--- config.mk ---
export PLATFORM = sky130hd
export DESIGN_NAME = tiny_stage_feeder
export DESIGN_NICKNAME = d
export VERILOG_FILES = /design/src/rtl/tiny_stage_feeder.sv
export SDC_FILE = /design/constraint.sdc
export NUM_CORES = 2
export LEC_CHECK = 0
export ABC_AREA = 1
export CORE_MARGIN = 10
export CORE_UTILIZATION = 45
export DETAILED_ROUTE_END_ITERATION = 10
export SYNTH_ARGS = -nofsm -noshare
export SYNTH_HDL_FRONTEND = slang
export SYNTH_SLANG_ARGS = --single-unit
--- constraint.sdc ---
create_clock -name clk -period 7.85 [get_ports clk]
set_input_delay 1.1775 -clock clk [delete_from_list [all_inputs] [get_ports clk]]
set_output_delay 1.1775 -clock clk [all_outputs]
set_load 0.01 [all_outputs]
--- src/rtl/tiny_stage_feeder.sv ---
// tiny_stage_feeder: buffers A/B operand words for one tiny_glut row and
// replays them as valid-only beats. The block also keeps stage_start high
// through a drain window so results can leave the row.

// One circular operand FIFO. The head word is always visible on head.
module tiny_stage_feeder_fifo #(
    parameter int DEPTH = 16,
    parameter int LW    = $clog2(DEPTH) + 1
) (
    input  logic          clk,
    input  logic          rst_n,
    input  logic          wr_en,
    input  logic [63:0]   wr_data,
    input  logic          rd_en,
    output logic [63:0]   head,
    output logic [LW-1:0] count,
    output logic          drop
);
    localparam int AW = $clog2(DEPTH);

    logic [63:0]   mem [DEPTH];
    logic [AW-1:0] wr_ptr;
    logic [AW-1:0] rd_ptr;
    logic          full;
    logic          wr_ok;

    // A full FIFO still accepts a write when a pop frees a slot in the same cycle.
    assign full  = (count == LW'(DEPTH));
    assign wr_ok = wr_en && (!full || rd_en);
    assign drop  = wr_en && full && !rd_en;
    assign head  = mem[rd_ptr];

    // Storage array; it has no reset because the pointers define which entries are live.
    always_ff @(posedge clk) begin
        if (wr_ok) begin
            mem[wr_ptr] <= wr_data;
        end
    end

    // Pointers wrap naturally at DEPTH. The count tracks simultaneous push and pop.
    always_ff @(posedge clk) begin
        if (!rst_n) begin
            wr_ptr <= '0;
            rd_ptr <= '0;
            count  <= '0;
        end else begin
            if (wr_ok) begin
                wr_ptr <= wr_ptr + 1'b1;
            end
            if (rd_en) begin
                rd_ptr <= rd_ptr + 1'b1;
            end
            case ({wr_ok, rd_en})
                2'b10:   count <= count + 1'b1;
                2'b01:   count <= count - 1'b1;
                default: count <= count;
            endcase
        end
    end
endmodule

module tiny_stage_feeder #(
    parameter int DEPTH = 16,
    parameter int DRAIN = 8,
    parameter int LW    = $clog2(DEPTH) + 1
) (
    input  logic          clk,
    input  logic          rst_n,
    input  logic          a_wr_en,
    input  logic [63:0]   a_wr_data,
    output logic [LW-1:0] a_count,
    input  logic          b_wr_en,
    input  logic [63:0]   b_wr_data,
    output logic [LW-1:0] b_count,
    input  logic          cmd_valid,
    input  logic [LW-1:0] cmd_len,
    output logic          cmd_ready,
    output logic          stage_start,
    output logic          east_out_tvalid,
    output logic [63:0]   east_out_tdata,
    output logic          north_out_tvalid,
    output logic [63:0]   north_out_tdata,
    output logic          busy,
    output logic          done,
    output logic          ovf
);
    localparam logic [7:0]    DRAIN_CYC = 8'(DRAIN);
    localparam logic [LW-1:0] MAX_LEN   = LW'(DEPTH);

    typedef enum logic [2:0] {
        ST_IDLE,
        ST_WAIT,
        ST_SEND,
        ST_DRAIN,
        ST_DONE
    } state_t;

    state_t        state;
    logic [LW-1:0] len;
    logic [LW-1:0] beat_cnt;
    logic [7:0]    drain_cnt;
    logic          go;
    logic          pop;
    logic [63:0]   a_head;
    logic [63:0]   b_head;
    logic          a_drop;
    logic          b_drop;

    // A beat is issued when WAIT hands over to SEND, and on every SEND cycle until len beats are out.
    assign pop = ((state == ST_WAIT) && go) || ((state == ST_SEND) && (beat_cnt < len));

    tiny_stage_feeder_fifo #(.DEPTH(DEPTH), .LW(LW)) u_fifo_a (
        .clk     (clk),
        .rst_n   (rst_n),
        .wr_en   (a_wr_en),
        .wr_data (a_wr_data),
        .rd_en   (pop),
        .head    (a_head),
        .count   (a_count),
        .drop    (a_drop)
    );

    tiny_stage_feeder_fifo #(.DEPTH(DEPTH), .LW(LW)) u_fifo_b (
        .clk     (clk),
        .rst_n   (rst_n),
        .wr_en   (b_wr_en),
        .wr_data (b_wr_data),
        .rd_en   (pop),
        .head    (b_head),
        .count   (b_count),
        .drop    (b_drop)
    );

    // Sticky overflow flag. Only reset clears it.
    always_ff @(posedge clk) begin
        if (!rst_n) begin
            ovf <= 1'b0;
        end else if (a_drop || b_drop) begin
            ovf <= 1'b1;
        end
    end

    // Burst sequencer; every output is registered together with the state it belongs to.
    always_ff @(posedge clk) begin
        if (!rst_n) begin
            state            <= ST_IDLE;
            len              <= '0;
            beat_cnt         <= '0;
            drain_cnt        <= '0;
            go               <= 1'b0;
            cmd_ready        <= 1'b1;
            busy             <= 1'b0;
            done             <= 1'b0;
            stage_start      <= 1'b0;
            east_out_tvalid  <= 1'b0;
            east_out_tdata   <= '0;
            north_out_tvalid <= 1'b0;
            north_out_tdata  <= '0;
        end else begin
            done             <= 1'b0;
            east_out_tvalid  <= 1'b0;
            east_out_tdata   <= '0;
            north_out_tvalid <= 1'b0;
            north_out_tdata  <= '0;
            case (state)
                ST_IDLE: begin
                    if (cmd_valid) begin
                        len       <= (cmd_len > MAX_LEN) ? MAX_LEN : cmd_len;
                        go        <= 1'b0;
                        cmd_ready <= 1'b0;
                        busy      <= 1'b1;
                        if (cmd_len == '0) begin
                            state <= ST_DONE;
                            done  <= 1'b1;
                        end else begin
                            state <= ST_WAIT;
                        end
                    end
                end
                ST_WAIT: begin
                    go <= (a_count >= len) && (b_count >= len);
                    if (go) begin
                        state            <= ST_SEND;
                        beat_cnt         <= LW'(1);
                        stage_start      <= 1'b1;
                        east_out_tvalid  <= 1'b1;
                        east_out_tdata   <= a_head;
                        north_out_tvalid <= 1'b1;
                        north_out_tdata  <= b_head;
                    end
                end
                ST_SEND: begin
                    stage_start <= 1'b1;
                    if (beat_cnt < len) begin
                        beat_cnt         <= beat_cnt + 1'b1;
                        east_out_tvalid  <= 1'b1;
                        east_out_tdata   <= a_head;
                        north_out_tvalid <= 1'b1;
                        north_out_tdata  <= b_head;
                    end else begin
                        state     <= ST_DRAIN;
                        drain_cnt <= 8'd1;
                    end
                end
                ST_DRAIN: begin
                    if (drain_cnt < DRAIN_CYC) begin
                        drain_cnt   <= drain_cnt + 8'd1;
                        stage_start <= 1'b1;
                    end else begin
                        state       <= ST_DONE;
                        stage_start <= 1'b0;
                        done        <= 1'b1;
                    end
                end
                ST_DONE: begin
                    state     <= ST_IDLE;
                    cmd_ready <= 1'b1;
                    busy      <= 1'b0;
                end
                default: begin
                    state       <= ST_IDLE;
                    cmd_ready   <= 1'b1;
                    busy        <= 1'b0;
                    stage_start <= 1'b0;
                end
            endcase
        end
    end
endmodule

## Yosys cells after proc, flatten, opt, wreduce, memory -nomap -nowiden

Memories as Yosys holds them, arrays and structs flattened. A register that Yosys moved wholly into a read port is not among the register bits.
Cells that the tools add are included.

- Flip-flop bits (word level): 182
- Bits in writable memories: 2048
- Bits of input ports: 138
- Output and inout bits: 145
- Memories: 2

Memory list:

| memory | words | width | read ports | clocked after memory_dff | wr ports | RTL line | text |
|---|---|---|---|---|---|---|---|
| u_fifo_a.mem | 16 | 64 | 1 | 1 | 1 | 21 | `logic [63:0] mem [DEPTH];` |
| u_fifo_b.mem | 16 | 64 | 1 | 1 | 1 | 21 |  |

- Add/subtract/negate cells: 10
- $lt $le $gt $ge: 5
- Eq/ne operators: 16
- Multiplexer cells: 44
- Bitwise logic cells: 2
- Reduce and logical (&&, ||, !) cells: 32

Operators with widths:

| operator | count |
|---|---|
| 2-to-1 mux 64 bit | 4 |
| case mux 64 bit (2 select lines) | 2 |
| case mux 5 bit (2 select lines) | 3 |
| adder 4 x 1 -> 4 bit, second input constant | 4 |
| 2-to-1 mux 4 bit | 4 |
| 2-to-1 mux 8 bit | 2 |
| case mux 8 bit (2 select lines) | 1 |
| adder 5 x 1 -> 5 bit, second input constant | 3 |
| 2-to-1 mux 3 bit | 5 |
| 2-to-1 mux 5 bit | 3 |
| 2-to-1 mux 1 bit | 13 |
| case mux 3 bit (4 select lines) | 1 |
| equality test 5 bit, second input constant | 2 |
| >= comparator 5 bit | 2 |
| inequality test 2 bit, second input constant | 5 |
| case mux 1 bit (2 select lines) | 5 |
| nonzero test 2 bit | 5 |
| subtractor 5 x 1 -> 5 bit, second input constant | 2 |
| logical AND 1 bit | 9 |
| adder 8 x 1 -> 8 bit, second input constant | 1 |
| < comparator 8 x 4 -> 1 bit, second input constant | 1 |
| AND reduction 2 bit | 4 |
| equality test 3 x 2 -> 1 bit, second input constant | 2 |
| AND reduction 3 bit | 2 |
| other kinds (16) | 24 |

## Longest topological paths before layout

- Word-level depth: 7
- Depth in mapped cells: 20
- Mapped depth without buffers: 20

## Hierarchy

Synthesis repeated with hierarchy kept, for this count alone.

- Cells, all modules: 7349
- Area total of the unflattened synthesis: 91855.6 µm²

By module, submodules not included:

| module | instances | cells each | area an instance (µm²) | sequential area each (µm²) |
|---|---|---|---|---|
| tiny_stage_feeder_fifo at u_fifo_a | 1 | 3366 | 42872.4 | 31089.8 |
| tiny_stage_feeder_fifo at u_fifo_b | 1 | 3366 | 42869.9 | 31089.8 |
| tiny_stage_feeder | 1 | 617 | 6113.4 | 3123.0 |

## Worst setup path before layout

Ideal clock, no wire load.

- Path kind: input port to flip-flop
- Start: input b_wr_en
- End: memory u_fifo_b.mem[11][0], enable pin
- Library setup time: 0.486 ns
- Arrival time: 4.175 ns
- Path slack: 3.189 ns
- Cell stages on the path: 4
- Path through: nand2_1 -> nor2_1 -> nand2_1 -> nor2_1

- Cells in the longest elaborated chain, start to end: 3

Ends and longest elaborated chain:

| element | RTL line | text |
|---|---|---|
| start: declaration | 72 | `input logic b_wr_en,` |
| logical AND 1 bit | 29 | `assign wr_ok = wr_en && (!full \|\| rd_en);` |
| 2-to-1 mux 1 bit | 35 | `if (wr_ok) begin` |
| 2-to-1 mux 1 bit (implied by the code) | 36 | `mem[wr_ptr] <= wr_data;` |
| end: declaration | 21 |  |

Every way passes these cells.

## Worst setup path after layout

- Start: register len[4]
- End: memory u_fifo_b.mem[1][61], enable pin

- Cells in the longest elaborated chain, start to end: 7

Ends and longest elaborated chain:

| element | RTL line | text |
|---|---|---|
| start: declaration | 99 | `logic [LW-1:0] len;` |
| start signal: assignment | 168 | `len <= (cmd_len > MAX_LEN) ? MAX_LEN : cmd_len;` |
| < comparator 5 bit | 110 | `assign pop = ((state == ST_WAIT) && go) \|\| ((state == ST_SEND) && (beat_cnt < len));` |
| logical AND 1 bit | 110 |  |
| logical OR 1 bit | 110 |  |
| logical OR 1 bit | 29 |  |
| logical AND 1 bit | 29 |  |
| 2-to-1 mux 1 bit | 35 |  |
| 2-to-1 mux 1 bit (implied by the code) | 36 |  |

Every way passes these cells.

==> flow_metrics.py <==
metrics = {
    "power": {
        "power.internal_w": 0.02087,
        "p_sw_frac": 0.2835,
        "switchingPower_w": 0.008260,
        "power.density_nw_per_um2": 299.8,
        "p_seq_frac": 0.470,
        "leakagePower_nw": 30.73,
        "clock_power_share": 0.360,
        "power.share.combinational": 0.170,
        "ir_drop_mv": 0.2706,
        "power.total_w": 0.02913,
    },
    "routing": {
        "wl_per_cell_um": 25.05,
        "drt-pass1-iter-count": 6,
        "wl_um": 223200,
        "wl_met1_um": 91180,
        "route.met2.wl_um": 111100,
        "drtIter0Drc": 4946,
        "detail_route.vias_per_cell": 5.849,
        "drc": 0,
        "ant_nets": 0,
        "vias": 52110,
        "top_layer": "met5",
        "met3_length_um": 12980,
    },
    "grt": {
        "track_usage": 0.2095,
        "grt_max_degree": 276,
        "gr-total-overflow": 0,
        "antenna_found_initial": 26,
        "grt_pass1_wl_um": 331800,
        "grt_pass1_vias": 51400,
    },
    "worst_setup_path": {
        "crit_chain": "inv_1, ha_1, nand2_1, nand2_1, nor2_4, nand3_4, nand4_1, nand2_1, inv_2, nand2_1, nor2_4, buf_4",
        "cp-end-kind": "flop",
        "cp_slowest_cell": "nor2_4",
        "required_ps": 8330,
        "reg2reg_slack_ps": 3820,
        "start_kind": "flop",
        "critPathMaxStageDelay_ps": 1050,
        "criticalPathCategory": "reg -> reg",
        "crit_fanout": 34,
        "crit_arrival_ps": 4520,
        "crit_top_cell": "nand2_1",
    },
    "synthesis": {
        "synthCells": 6068,
        "synth_edf_count": 2048,
        "synth_top_family_by_area": "compound AO/OA/AOI/OAI gates",
        "yosys.area.top_type": "edfxtp_1",
        "yosys-top-cells-area": "edfxtp_1 (72%), o21ai_0 (6.3%), nor2_1 (5.0%), dfxtp_1 (4.5%), o221ai_1 (3.6%)",
        "avgSynthCellArea_um2": 13.98,
        "synth.top_cells.by_count": "edfxtp_1 (2048), nor2_1 (1125), o21ai_0 (1076), o221ai_1 (347), clkbuf_1 (308)",
        "synth-xor-area-share": 0.0002065,
        "synth_mux_area_frac": 0,
        "synth_nets": 6236,
        "synth_top_area_share": 0.7249,
        "synth_compound_area_frac": 0.1362,
        "yosysSeqAreaShare": 0.7697,
        "ys_ff_latch": 2238,
        "ys_async_sr_fraction": 0,
        "yosysUniqueCellTypes": 40,
        "synth_area_um2": 84840,
        "synth-simple-area-share": 0.06317,
        "synth_flop_cell": "edfxtp_1",
        "synth-adder-area-share": 0.004424,
        "yosysWarnings": 0,
        "synth.most_common_cell": "edfxtp_1",
    },
    "floorplanning": {
        "rows": 159,
        "coreArea_um2": 187600,
        "io_pins": 283,
        "die_h_um": 454.2,
        "initial_core_util": 0.4522,
        "die_w_um": 454.2,
        "die_area_um2": 206300,
    },
    "placement": {
        "hpwlAfterDp_um": 115600,
        "portBuffers": 282,
        "pre_cts_slack_ps": 3265,
        "dp.cells": 8476,
        "routabilityCongestion": 0.7679,
    },
    "cts": {
        "path_clk_slew_ps": 60,
        "htree_levels": 4,
        "cts_buffers": 222,
        "clock-sinks": 2238,
        "clock_tree.root_cell": "clkbuf_16",
        "cts_tree": "built",
        "cts_setup_buffers": 0,
        "cts_resized": 0,
        "hold_buffers": 0,
        "clk_path_buf_depth": 3,
        "insertion_delay_ps": 860,
    },
    "sta": {
        "relSlewSlack": 0.1249,
        "max_freq_ghz": 0.2479,
        "worst_pin_slew_ps": 1310,
        "finalWorstSetupSlack_ps": 3816,
        "skew_ps": 39.31,
        "setup_violations": 0,
        "finalCritPeriodShare": 0.5139,
        "tns_ps": 0,
        "rsz0062_at_grt": "false",
        "hold_violations": 0,
        "min_period_ps": 4034,
        "slew_viol_final": 0,
    },
    "layout": {
        "drive_above_1_share": 0.07686,
        "syn2layout_area_growth_pct": 14.54,
        "nNetsFinal": 6373,
        "fin_cells": 8909,
    },
    "min_path": {
        "hp-class": "reg -> reg",
    },
    "outcome": {
        "status": "finished clean",
    },
    "run": {
        "maxCapViolCount": 0,
    },
}
==> cell usage in the layout (no fill, tap or decap), types with 34 or more instances in the layout <==
cell type	count
a21oi_1	151
buf_4	65
clkbuf_1	60
clkbuf_16	223
clkbuf_8	42
clkdlybuf4s50_1	282
clkinv_2	43
dfxtp_1	182
edfxtp_1	2048
inv_1	73
nand2_1	101
nand3_1	97
nor2_1	1093
nor2_4	34
o211ai_1	117
o21ai_0	1076
o221ai_1	347
o22ai_1	161
==> worst paths after layout <==
kind / start / cells past startpoint / endpoint
worst min register to register: drain_cnt[7] / 2 / drain_cnt[7]
worst min-delay path: drain_cnt[7] / 2 / drain_cnt[7]
worst max register to register: len[4] / 12 / u_fifo_b.mem[1][61]
worst max-delay path: len[4] / 12 / u_fifo_b.mem[1][61]
==> registers in the layout, indices dropped and copies added (netlist names), 5 cells and up, named ones only <==
name,count
u_fifo_a.count,5
east_out_tdata,64
u_fifo_b.mem,1024
beat_cnt,5
north_out_tdata,64
len,5
u_fifo_a.mem,1024
u_fifo_b.count,5
drain_cnt,8
==> critical path, delay by kind of cell, from the launching register on <==
family / cells / cell delay, ps
flip-flops: 1 / 310
buffers and inverters: 3 / 950
adder cells (fa/ha/maj): 1 / 310
AND/OR/NAND/NOR: 8 / 2040
==> power by group through the flow <==
| stage | Sequential [W] | Combinational (W) | Clock (W) |
|---|---|---|---|
| 2_1_floorplan | 0.0138 | 0.00331 | 0 |
| 3_3_place_gp | 0.0140 | 0.00487 | 0 |
| 3_5_place_dp | 0.0140 | 0.00496 | 0 |
| 4_1_cts | 0.0137 | 0.00498 | 0.0107 |
| 5_1_grt | 0.0137 | 0.00550 | 0.0111 |
| 6_report | 0.0137 | 0.00494 | 0.0105 |
==> layer usage <==
| layer | vias up | track usage |
|---|---|---|
| li1 | 23440 | - |
| met2 | 1732 | 0.3532 |
| met3 | 391 | 0.03152 |
| met5 | - | 0 |
| met1 | 26530 | 0.2735 |
| met4 | 16 | 0.08177 |
==> metrics by stage <==
| step | hold slack [ps] | area, µm² | util |
|---|---|---|---|
| finish | 448.2 | 97170 | 0.5180 |
| global placement | 426.5 | 89830 | 0.4788 |
| global route | 477.9 | 97160 | 0.5179 |
| floorplan | 418.7 | 84840 | - |
| CTS | 448.9 | 97140 | 0.5178 |
| detailed placement | 430.3 | 89830 | 0.4788 |
==> cell type report <==
| cell class | instances | area, µm² |
|---|---|---|
| diodes | 13 | 32.53 |
| clock buffers | 326 | 6389 |
| clock inverters | 94 | 918.4 |
| fillers | 15530 | 90430 |
| inverters | 87 | 377.9 |
| multi-input cells | 3302 | 17550 |
| flip-flops and latches | 2238 | 65330 |
| well taps | 2495 | 3122 |
| repair buffers | 354 | 3451 |
==> cells by family after synthesis <==
logic type | Yosys count
AOI/OAI and AO/OA | 1911
xor gates and xnor gates | 2
adders and majority gates | 30
buffers and inverters | 528
DFF | 2238
and+or+nand+nor | 1359
No activity file was read; power rests on OpenSTA's default activity.
